`src/rtl/uart_tx_frame_if.sv`:
```
// Parallel-side port bundle of the UART transmit frame engine.
// Handshake: DATA_VALID is a capture request that the engine samples only while BUSY=0
// (BUSY low acts as ready); a request raised while BUSY=1 is dropped, never queued.
interface uart_tx_frame_if #(
  parameter int DATA_WIDTH = 8
);
  logic [DATA_WIDTH-1:0] P_DATA;
  logic                  DATA_VALID;
  logic                  PAR_EN;
  logic                  PAR_TYP;
  logic                  STOP2;
  logic                  BUSY;
  logic                  DONE;

  modport master (
    output P_DATA, DATA_VALID, PAR_EN, PAR_TYP, STOP2,
    input  BUSY, DONE
  );

  modport slave (
    input  P_DATA, DATA_VALID, PAR_EN, PAR_TYP, STOP2,
    output BUSY, DONE
  );
endinterface

```
`src/rtl/uart_tx_frame.sv`:
```
// UART transmit frame engine: start, data, optional parity and 1/2 stop bits,
// one bit per baud TICK, registered idle-high serial output.
module uart_tx_frame #(
  parameter int DATA_WIDTH = 8,
  parameter bit MSB_FIRST  = 1'b0
) (
  input  logic                CLK,
  input  logic                RST,
  input  logic                TICK,
  uart_tx_frame_if.slave      tx_if,
  output logic                TX_OUT,
  output logic [2:0]          state_dbg
);
  localparam int CW = (DATA_WIDTH > 1) ? $clog2(DATA_WIDTH) : 1;
  localparam logic [CW-1:0] LAST = CW'(DATA_WIDTH - 1);

  typedef enum logic [2:0] {
    S_IDLE   = 3'd0,
    S_ARMED  = 3'd1,
    S_START  = 3'd2,
    S_DATA   = 3'd3,
    S_PARITY = 3'd4,
    S_STOP   = 3'd5
  } state_e;

  state_e                state_q, state_d;
  logic [CW-1:0]         cnt_q, cnt_d;
  logic [DATA_WIDTH-1:0] shadow_q;
  logic                  par_en_q, par_typ_q, stop2_q;
  logic                  capture;
  logic                  done_q, done_d;
  logic                  tx_q, tx_d;
  logic                  data_bit;

  // In STOP the counter holds the stop-bit index (0 = first, 1 = second).
  always_comb begin
    state_d = state_q;
    cnt_d   = cnt_q;
    capture = 1'b0;
    done_d  = 1'b0;
    case (state_q)
      S_IDLE: begin
        if (tx_if.DATA_VALID) begin
          capture = 1'b1;
          state_d = S_ARMED;
        end
      end
      S_ARMED: begin
        if (TICK) state_d = S_START;
      end
      S_START: begin
        if (TICK) begin
          state_d = S_DATA;
          cnt_d   = '0;
        end
      end
      S_DATA: begin
        if (TICK) begin
          if (cnt_q != LAST) begin
            cnt_d = cnt_q + 1'b1;
          end else begin
            cnt_d   = '0;
            state_d = par_en_q ? S_PARITY : S_STOP;
          end
        end
      end
      S_PARITY: begin
        if (TICK) state_d = S_STOP;
      end
      S_STOP: begin
        if (TICK) begin
          if (stop2_q && (cnt_q == '0)) begin
            cnt_d = CW'(1);
          end else begin
            cnt_d   = '0;
            state_d = S_IDLE;
            done_d  = 1'b1;
          end
        end
      end
      default: begin
        state_d = S_IDLE;
        cnt_d   = '0;
      end
    endcase
  end

  // Line value is derived from the current state and registered, so it lags the
  // state transition by one cycle and cannot glitch.
  always_comb begin
    data_bit = MSB_FIRST ? shadow_q[LAST - cnt_q] : shadow_q[cnt_q];
    tx_d     = 1'b1;
    case (state_q)
      S_START:  tx_d = 1'b0;
      S_DATA:   tx_d = data_bit;
      S_PARITY: tx_d = (^shadow_q) ^ par_typ_q;
      default:  tx_d = 1'b1;
    endcase
  end

  always_ff @(posedge CLK) begin
    if (RST) begin
      state_q   <= S_IDLE;
      cnt_q     <= '0;
      shadow_q  <= '0;
      par_en_q  <= 1'b0;
      par_typ_q <= 1'b0;
      stop2_q   <= 1'b0;
      done_q    <= 1'b0;
      tx_q      <= 1'b1;
    end else begin
      state_q <= state_d;
      cnt_q   <= cnt_d;
      done_q  <= done_d;
      tx_q    <= tx_d;
      if (capture) begin
        shadow_q  <= tx_if.P_DATA;
        par_en_q  <= tx_if.PAR_EN;
        par_typ_q <= tx_if.PAR_TYP;
        stop2_q   <= tx_if.STOP2;
      end
    end
  end

  assign TX_OUT     = tx_q;
  assign tx_if.BUSY = (state_q != S_IDLE);
  assign tx_if.DONE = done_q;
  assign state_dbg  = state_q;
endmodule

```
`src/flat_wrapper.sv`:
```
// flat-port wrapper written by rule: the top's interface ports become plain ports
module uart_tx_frame_flat 
#(
  parameter int DATA_WIDTH = 8,
  parameter bit MSB_FIRST  = 1'b0
)
  (CLK, RST, TICK, TX_OUT, state_dbg, tx_if_P_DATA, tx_if_DATA_VALID, tx_if_PAR_EN, tx_if_PAR_TYP, tx_if_STOP2, tx_if_BUSY, tx_if_DONE);
  uart_tx_frame_if #(.DATA_WIDTH(DATA_WIDTH)) tx_if_i ();
  input  logic CLK;
  input  logic RST;
  input  logic TICK;
  output logic TX_OUT;
  output logic [2:0] state_dbg;
  input wire logic [$bits(tx_if_i.P_DATA)-1:0] tx_if_P_DATA;
  input wire logic [$bits(tx_if_i.DATA_VALID)-1:0] tx_if_DATA_VALID;
  input wire logic [$bits(tx_if_i.PAR_EN)-1:0] tx_if_PAR_EN;
  input wire logic [$bits(tx_if_i.PAR_TYP)-1:0] tx_if_PAR_TYP;
  input wire logic [$bits(tx_if_i.STOP2)-1:0] tx_if_STOP2;
  output wire logic [$bits(tx_if_i.BUSY)-1:0] tx_if_BUSY;
  output wire logic [$bits(tx_if_i.DONE)-1:0] tx_if_DONE;
  assign tx_if_i.P_DATA = tx_if_P_DATA;
  assign tx_if_i.DATA_VALID = tx_if_DATA_VALID;
  assign tx_if_i.PAR_EN = tx_if_PAR_EN;
  assign tx_if_i.PAR_TYP = tx_if_PAR_TYP;
  assign tx_if_i.STOP2 = tx_if_STOP2;
  assign tx_if_BUSY = tx_if_i.BUSY;
  assign tx_if_DONE = tx_if_i.DONE;
  uart_tx_frame #(.DATA_WIDTH(DATA_WIDTH), .MSB_FIRST(MSB_FIRST)) u_core (.CLK(CLK), .RST(RST), .TICK(TICK), .tx_if(tx_if_i), .TX_OUT(TX_OUT), .state_dbg(state_dbg));
endmodule
```
`config.mk`:
```
export PLATFORM = sky130hd
export DESIGN_NAME = uart_tx_frame_flat
export DESIGN_NICKNAME = d
export VERILOG_FILES = /design/src/rtl/uart_tx_frame_if.sv /design/src/rtl/uart_tx_frame.sv /design/src/flat_wrapper.sv
export SDC_FILE = /design/constraint.sdc
export NUM_CORES = 1
export LEC_CHECK = 0
export BUFFER_PORTS_ARGS = -buffer_cell sky130_fd_sc_hd__clkbuf_2
export CORE_AREA = 2 2 50 52
export CTS_CLUSTER_SIZE = 24
export DETAILED_ROUTE_END_ITERATION = 8
export DIE_AREA = 0 0 52 54
export PLACE_DENSITY = 0.66
export SETUP_SLACK_MARGIN = 0.05
export SYNTH_ARGS = -nofsm -noshare
export SYNTH_HDL_FRONTEND = slang
export SYNTH_SLANG_ARGS = --single-unit
```
`constraint.sdc`:
```
create_clock -name CLK -period 2 [get_ports CLK]
set_input_delay 0.4 -clock CLK [delete_from_list [all_inputs] [get_ports CLK]]
set_output_delay 0.4 -clock CLK [all_outputs]
set_load 0.1 [all_outputs]
```
==> results of run 1 <==
## metal layers
layer  vias to the layer above  global-route usage (%)  part of all wire [%]
met3                         2                    5.83                   5.1
met1                       395                    19.7                    45
met5                         -                       0                     0
met4                         0                    3.95                  0.20
li1                        444                       -                     -
met2                        20                    27.2                    49
## through the flow
step	instance area (um2)	worst slack [ns]	cells
6_report	1140	0.152	162
5_1_grt	1140	0.0738	162
4_1_cts	1140	0.0927	162
3_5_place_dp	1110	0.324	158
3_3_place_gp	1110	0.395	158
2_1_floorplan	1000	0.0752	116
## path summary, 6_finish.rpt
| path | cells after the start | slack, ns | end | startpoint |
|---|---|---|---|---|
| min reg2reg | 2 | 0.48 | u_core.par_typ_q | u_core.par_typ_q |
| min | 3 | 0.29 | u_core.shadow_q[4] | tx_if_P_DATA[4] |
| max reg2reg | 4 | 0.29 | u_core.TX_OUT | u_core.cnt_q[0] |
| max | 2 | 0.15 | tx_if_BUSY | u_core.state_dbg[2] |
## worst min-delay path, stage by stage
cell      delay (ns)
clkbuf_2        0.08
nand2_1         0.04
a21oi_1         0.05
## layout by cell type, fill, tap and decap left out, types with 2 or more instances in the layout
cell type / n
ha_1: 3
nand4_1: 3
nor3_1: 2
nor2b_1: 2
xnor3_1: 2
mux2_2: 2
dfxtp_1: 18
nand2_1: 24
mux4_1: 2
xnor2_1: 2
clkbuf_2: 19
a21oi_1: 18
nand2b_1: 2
inv_1: 2
nand3_1: 7
nor2_1: 2
clkbuf_4: 3
## what timing repair did
item,CTS,global route
endpoints found under the setup margin,0,1
gates resized for setup,0,1
hold buffers,0,0
## layout make-up
| class | count | share of cell area [%] |
|---|---|---|
| flip-flops and latches | 19 | 33.8 |
| clock buffers | 3 | 1.98 |
| multi-input cells | 87 | 50.8 |
| clock inverters | 1 | 0.661 |
| repair buffers | 20 | 8.81 |
| well taps | 30 | 3.30 |
| inverters | 2 | 0.661 |
## kinds of logic (layout without fill, tap and decap cells)
| group | Yosys count | in the layout | share of synthesized area, % |
|---|---|---|---|
| and+or+nand+nor | 49 | 49 | 24.0 |
| AOI/OAI and AO/OA | 26 | 26 | 15.2 |
| DFF | 19 | 19 | 38.4 |
| buffers and inverters | 10 | 26 | 3.91 |
| xor gates and xnor gates | 5 | 5 | 7.20 |
| muxes | 4 | 4 | 7.58 |
| adders and majority gates | 3 | 3 | 3.79 |
## where the power goes
part | switching, W | internal (W) | total (W) | leakage [nW]
clock | 0.000134 | 0.0000764 | 0.000210 | 0.0139
sequential | 0.0000303 | 0.000402 | 0.000433 | 0.156
combinational | 0.000137 | 0.0000819 | 0.000219 | 0.293
total | 0.000301 | 0.000561 | 0.000861 | 0.463
## sequential cells by signal (all words and copies together) (netlist names)
register and count:
u_core.state_dbg 3, u_core.tx_if.DONE 1, u_core.par_typ_q 1, u_core.stop2_q 1, u_core.par_en_q 1, u_core.cnt_q 3, u_core.TX_OUT 1, u_core.shadow_q 8
==> run metrics, run 1 <==
Overall Power=0.000861 W; Synth warnings=0; critical-path cell list=or3_4, buf_2; Vias/cell=about 5.3; Fin. Hold Viols=0; Setup TNS=0 ns; fin crit share=92.4%; Yosys top cell by area=dfxtp_1; final wirelength=2.02 mm; number of CTS-inserted buffers=3; CTS root buf=clkbuf_4; Post-Synthesis Net Count=134; Synth async-reset ratio=0%; Slew headroom=64.3%; RSZ-0062 raised after global routing=false; multi-input combinational cell area=577 um2; number of global-route vias before repair=754; max incr delay on CP=0.54 ns; Max FO, Critical Path=10; first-pass GRT wire length=approximately 3.3 mm; clk slew on worst S/H paths=0.12 ns; Slew @ Worst Pin=0.535 ns; # DRC=0; I/O Pins=21; Skew-Pair Late Insertion Delay=a little over 0.3 ns; f_max=0.541 GHz; 1st-iter DRT viols=11; Area Growth Syn to Fin=14.6%; startpoint types=flop; GRT Util Overall=around 16%; # diodes=0; Netlist cell types=34; num rows=18; Final Hold Slack=0.290 ns; WP buf/inv=1; share of the synthesized area in the top cell type=38.4%; GPL Wtd Cong=0.822; Worst path slowest cell=dfxtp_1; top cell family by delay on the critical path=flip-flops; final setup fails=0; Mean Syn Cell Area=approximately 8.5 um2; #FFs+latches synth=19; total gr overflow=0; worst min path class=in -> reg; leakage power=0.463 nW; post-route minimum period=1.85 ns; fill count=roughly 230; fin nets=151; CTS tree=built; H-tree level count=1; Layout Utilization=49.0%; largest net degree at the start of global routing=20; run status=finished, final reports clean; Slew Viols, Final=0; Post-Syn Instances=116; initial antenna violation count=0; Clock Tree Buf Depth=2; Post-synth EDFFs=0; worst vdd ir=0.000404 V; Clock Sink Count=19; synth top area cells=dfxtp_1, a21oi_1, nand2_1; Die ar.=between 2000 and 3000 um2; core area=2320 um2; DR pass1 iterations=4; postcts setup bufs=0; Main synth FF type=dfxtp_1; PortBufs=20; antenna-violating nets left=0; Post-Syn Area=991 um2; Setup CP Type=reg -> out; Initial Util=~43%; hpwl dp=1.45 mm; Via Count=approximately 860; max_cap viols=0; clock skew=0.00356 ns; Die Ht=54 um; PwrDens=758 nW/um2; sequential cell area=384 um2; Setup crit end kind=primary output; ratio of cells with drive above 1 in the final layout=21.2%; Routed WL per cell=12.5 um; Post-synth top cells=nand2_1, dfxtp_1, a21oi_1; chip width=between 50 and 60 um; worst path required time=1.60 ns; worst path arrival time=1.45 ns; most common cell in the netlist=nand2_1; sequential cell area fraction in the yosys report=between 30% and 40%
No activity file was read; power rests on OpenSTA's default activity.
==> run 2, diff against run 1 <==
--- a/config.mk
+++ b/config.mk
@@ -5,7 +5,7 @@
 export SDC_FILE = /design/constraint.sdc
 export NUM_CORES = 1
 export LEC_CHECK = 0
-export BUFFER_PORTS_ARGS = -buffer_cell sky130_fd_sc_hd__clkbuf_2
+export BUFFER_PORTS_ARGS = -buffer_cell sky130_fd_sc_hd__buf_2
 export CORE_AREA = 2 2 50 52
 export CTS_CLUSTER_SIZE = 24
 export DETAILED_ROUTE_END_ITERATION = 8
==> run 2 against run 1 <==
Against the previous run: register-to-register slack better by 0.03 ns; critical path type unchanged; cell count unchanged; sequential share of layout area up 0.11 points; largest power group unchanged; sequential power about the same; count of clock-buffer cells in the layout is 1 higher; global-route usage is 0.61 points higher; largest cell class unchanged; design area fell by 0.33%.
==> run metrics, run 2 (same netlist as run 1, synthesis figures left out) <==
final setup fails=0 (unchanged); post_cts resized=0 (unchanged); Die Ht=54 um (unchanged); number of CTS-inserted buffers=3 (unchanged); Final Hold Slack=0.322 ns (+0.0317 ns); Skew-Pair Late Insertion Delay=0.30 ns (about the same); num rows=18 (unchanged); I/O Pins=21 (unchanged); H-tree level count=1 (unchanged); most frequent cells in the layout=nand2_1, buf_2, a21oi_1, dfxtp_1, nand3_1; Most flops, register=u_core.shadow_q; GPL Wtd Cong=0.829 (+0.85%); worst path required time=1.60 ns (about the same); Routed WL per cell=12.3 um (-1.5%); Initial Util=42.7% (unchanged); startpoint types=flop; Int Pwr=0.000562 W (+0.25%); DR pass1 iterations=4 (unchanged); 1st-iter DRT viols=31 (+20); Setup TNS=0 ns (unchanged); PwrDens=749 nW/um2 (-1.2%); ratio of cells with drive above 1 in the final layout=20.5% (-0.76 points); worst path arrival time=1.40 ns (-0.05 ns); Die ar.=2810 um2 (unchanged); Clock Tree Buf Depth=2 (unchanged); core area=2320 um2 (unchanged); FF-to-FF Start=u_core.cnt_q[0]; Clock Power Share=23.1% (-1.3 points); max_cap viols=0 (unchanged); antenna-violating nets left=0 (unchanged); Slew @ Worst Pin=0.516 ns (-0.0191 ns); commonest non-fill, non-tap cell in the layout=nand2_1; run status=finished, final reports clean; total gr overflow=0 (unchanged); CP startpoint=u_core.state_dbg[0]; Max FO, Critical Path=18 (+8); Logic pwr share=25.8% (+0.4 points); HP Start=tx_if_P_DATA[7]; chip width=52 um (unchanged); final wirelength=1.99 mm (-1.5%); Final Non-Filler Cells=162 (unchanged); Layout Utilization=48.8% (-0.16 points); worst min path class=in -> reg; fin area=1130 um2 (-0.33%); Net Sw Power=0.000286 W (-4.9%); number of global-route vias before repair=811 (+7.6%); # diodes=0 (unchanged); RSZ-0062 raised after global routing=false; largest net degree at the start of global routing=20 (unchanged); DP Area=1110 um2 (unchanged); fin crit share=89.9% (-2.5 points); worst vdd ir=0.000398 V (-1.5%); Area Growth Syn to Fin=14.3%; CTS tree=built; number of flip-flops under the largest register name=8 (unchanged); leakage power=0.463 nW (-0.11%); initial antenna violation count=0 (unchanged); sequential power share=51.1% (+0.9 points); f_max=0.556 GHz (+2.7%); Setup crit end kind=primary output; sequential cell area=384 um2 (unchanged); CTS root buf=clkbuf_4; switch share=33.7% (-1.2 points); postcts setup bufs=0 (unchanged); Hold-fix buffers, CTS=0 (unchanged); Fin. Hold Viols=0 (unchanged); clk slew on worst S/H paths=0.11 ns (about the same); PortBufs=20 (unchanged); Vias/cell=5.46 (+2.7%); # DRC=0 (unchanged); first-pass GRT wire length=3.37 mm (+0.63%); GRT Util Overall=16.8% (+0.61 points); Clock Sink Count=19 (unchanged); fill count=233 (+2.2%); Slew Viols, Final=0 (unchanged); Via Count=884 (+2.7%); multi-input combinational cell area=577 um2 (unchanged); Setup CP Type=reg -> out; post-route minimum period=1.80 ns (-0.0494 ns); clock skew=0.00389 ns (+0.000327 ns); post-placement cell count=158 (unchanged); Slew headroom=65.5% (+1.3 points); hpwl dp=1.48 mm (+2.6%); fin nets=151 (unchanged)
==> run 2: cell types whose count changed in the layout (fill, tap and decap cells not counted), sizes merged <==
cell / delta
buf: +19
clkbuf: -18
clkinvlp: -1
==> run 2: power by group through the flow <==
stage          clock network, W  logic [W]  registers (W)
2_1_floorplan                 0   0.000155       0.000468
3_3_place_gp                  0   0.000217       0.000441
3_5_place_dp                  0   0.000219       0.000442
4_1_cts                0.000208   0.000220       0.000433
5_1_grt                0.000221   0.000237       0.000439
6_report               0.000196   0.000219       0.000433
==> run 2: metrics by stage <==
stage / worst slack (ns) / total power [W]
final: 0.202 / 0.000848
after global routing: 0.122 / 0.000897
after CTS: 0.188 / 0.000862
after detailed placement: 0.329 / 0.000661
after global placement: 0.399 / 0.000658
after floorplan: 0.0752 / 0.000623
==> run 2: layout make-up <==
class	count	share of cell area, %
Clock buffer	4	2.32
Inverter	2	0.663
Sequential cell	19	33.9
Timing Repair Buffer	20	8.84
Tap cell	30	3.31
Multi-Input combinational cell	87	50.9
==> run 2: path summary, 6_finish.rpt <==
kind | end | depth (start not counted) | slack [ns]
max reg2reg | u_core.TX_OUT | 4 | 0.32
min reg2reg | u_core.par_typ_q | 2 | 0.48
min | u_core.shadow_q[7] | 3 | 0.32
max | tx_if_BUSY | 2 | 0.20
==> run 2: per-layer routing <==
metal	global-route usage, %	up-vias	share of wire [%]
met5	0	-	0
met4	11.4	0	2.6
met3	4.17	7	7.6
met2	28.9	41	49
met1	18.2	392	41
li1	-	444	-
==> run 2: critical path, cell delays in order, from the launching register on <==
cell	delay (ns)
dfxtp_4	0.42
or3_4	0.38
buf_2	0.29
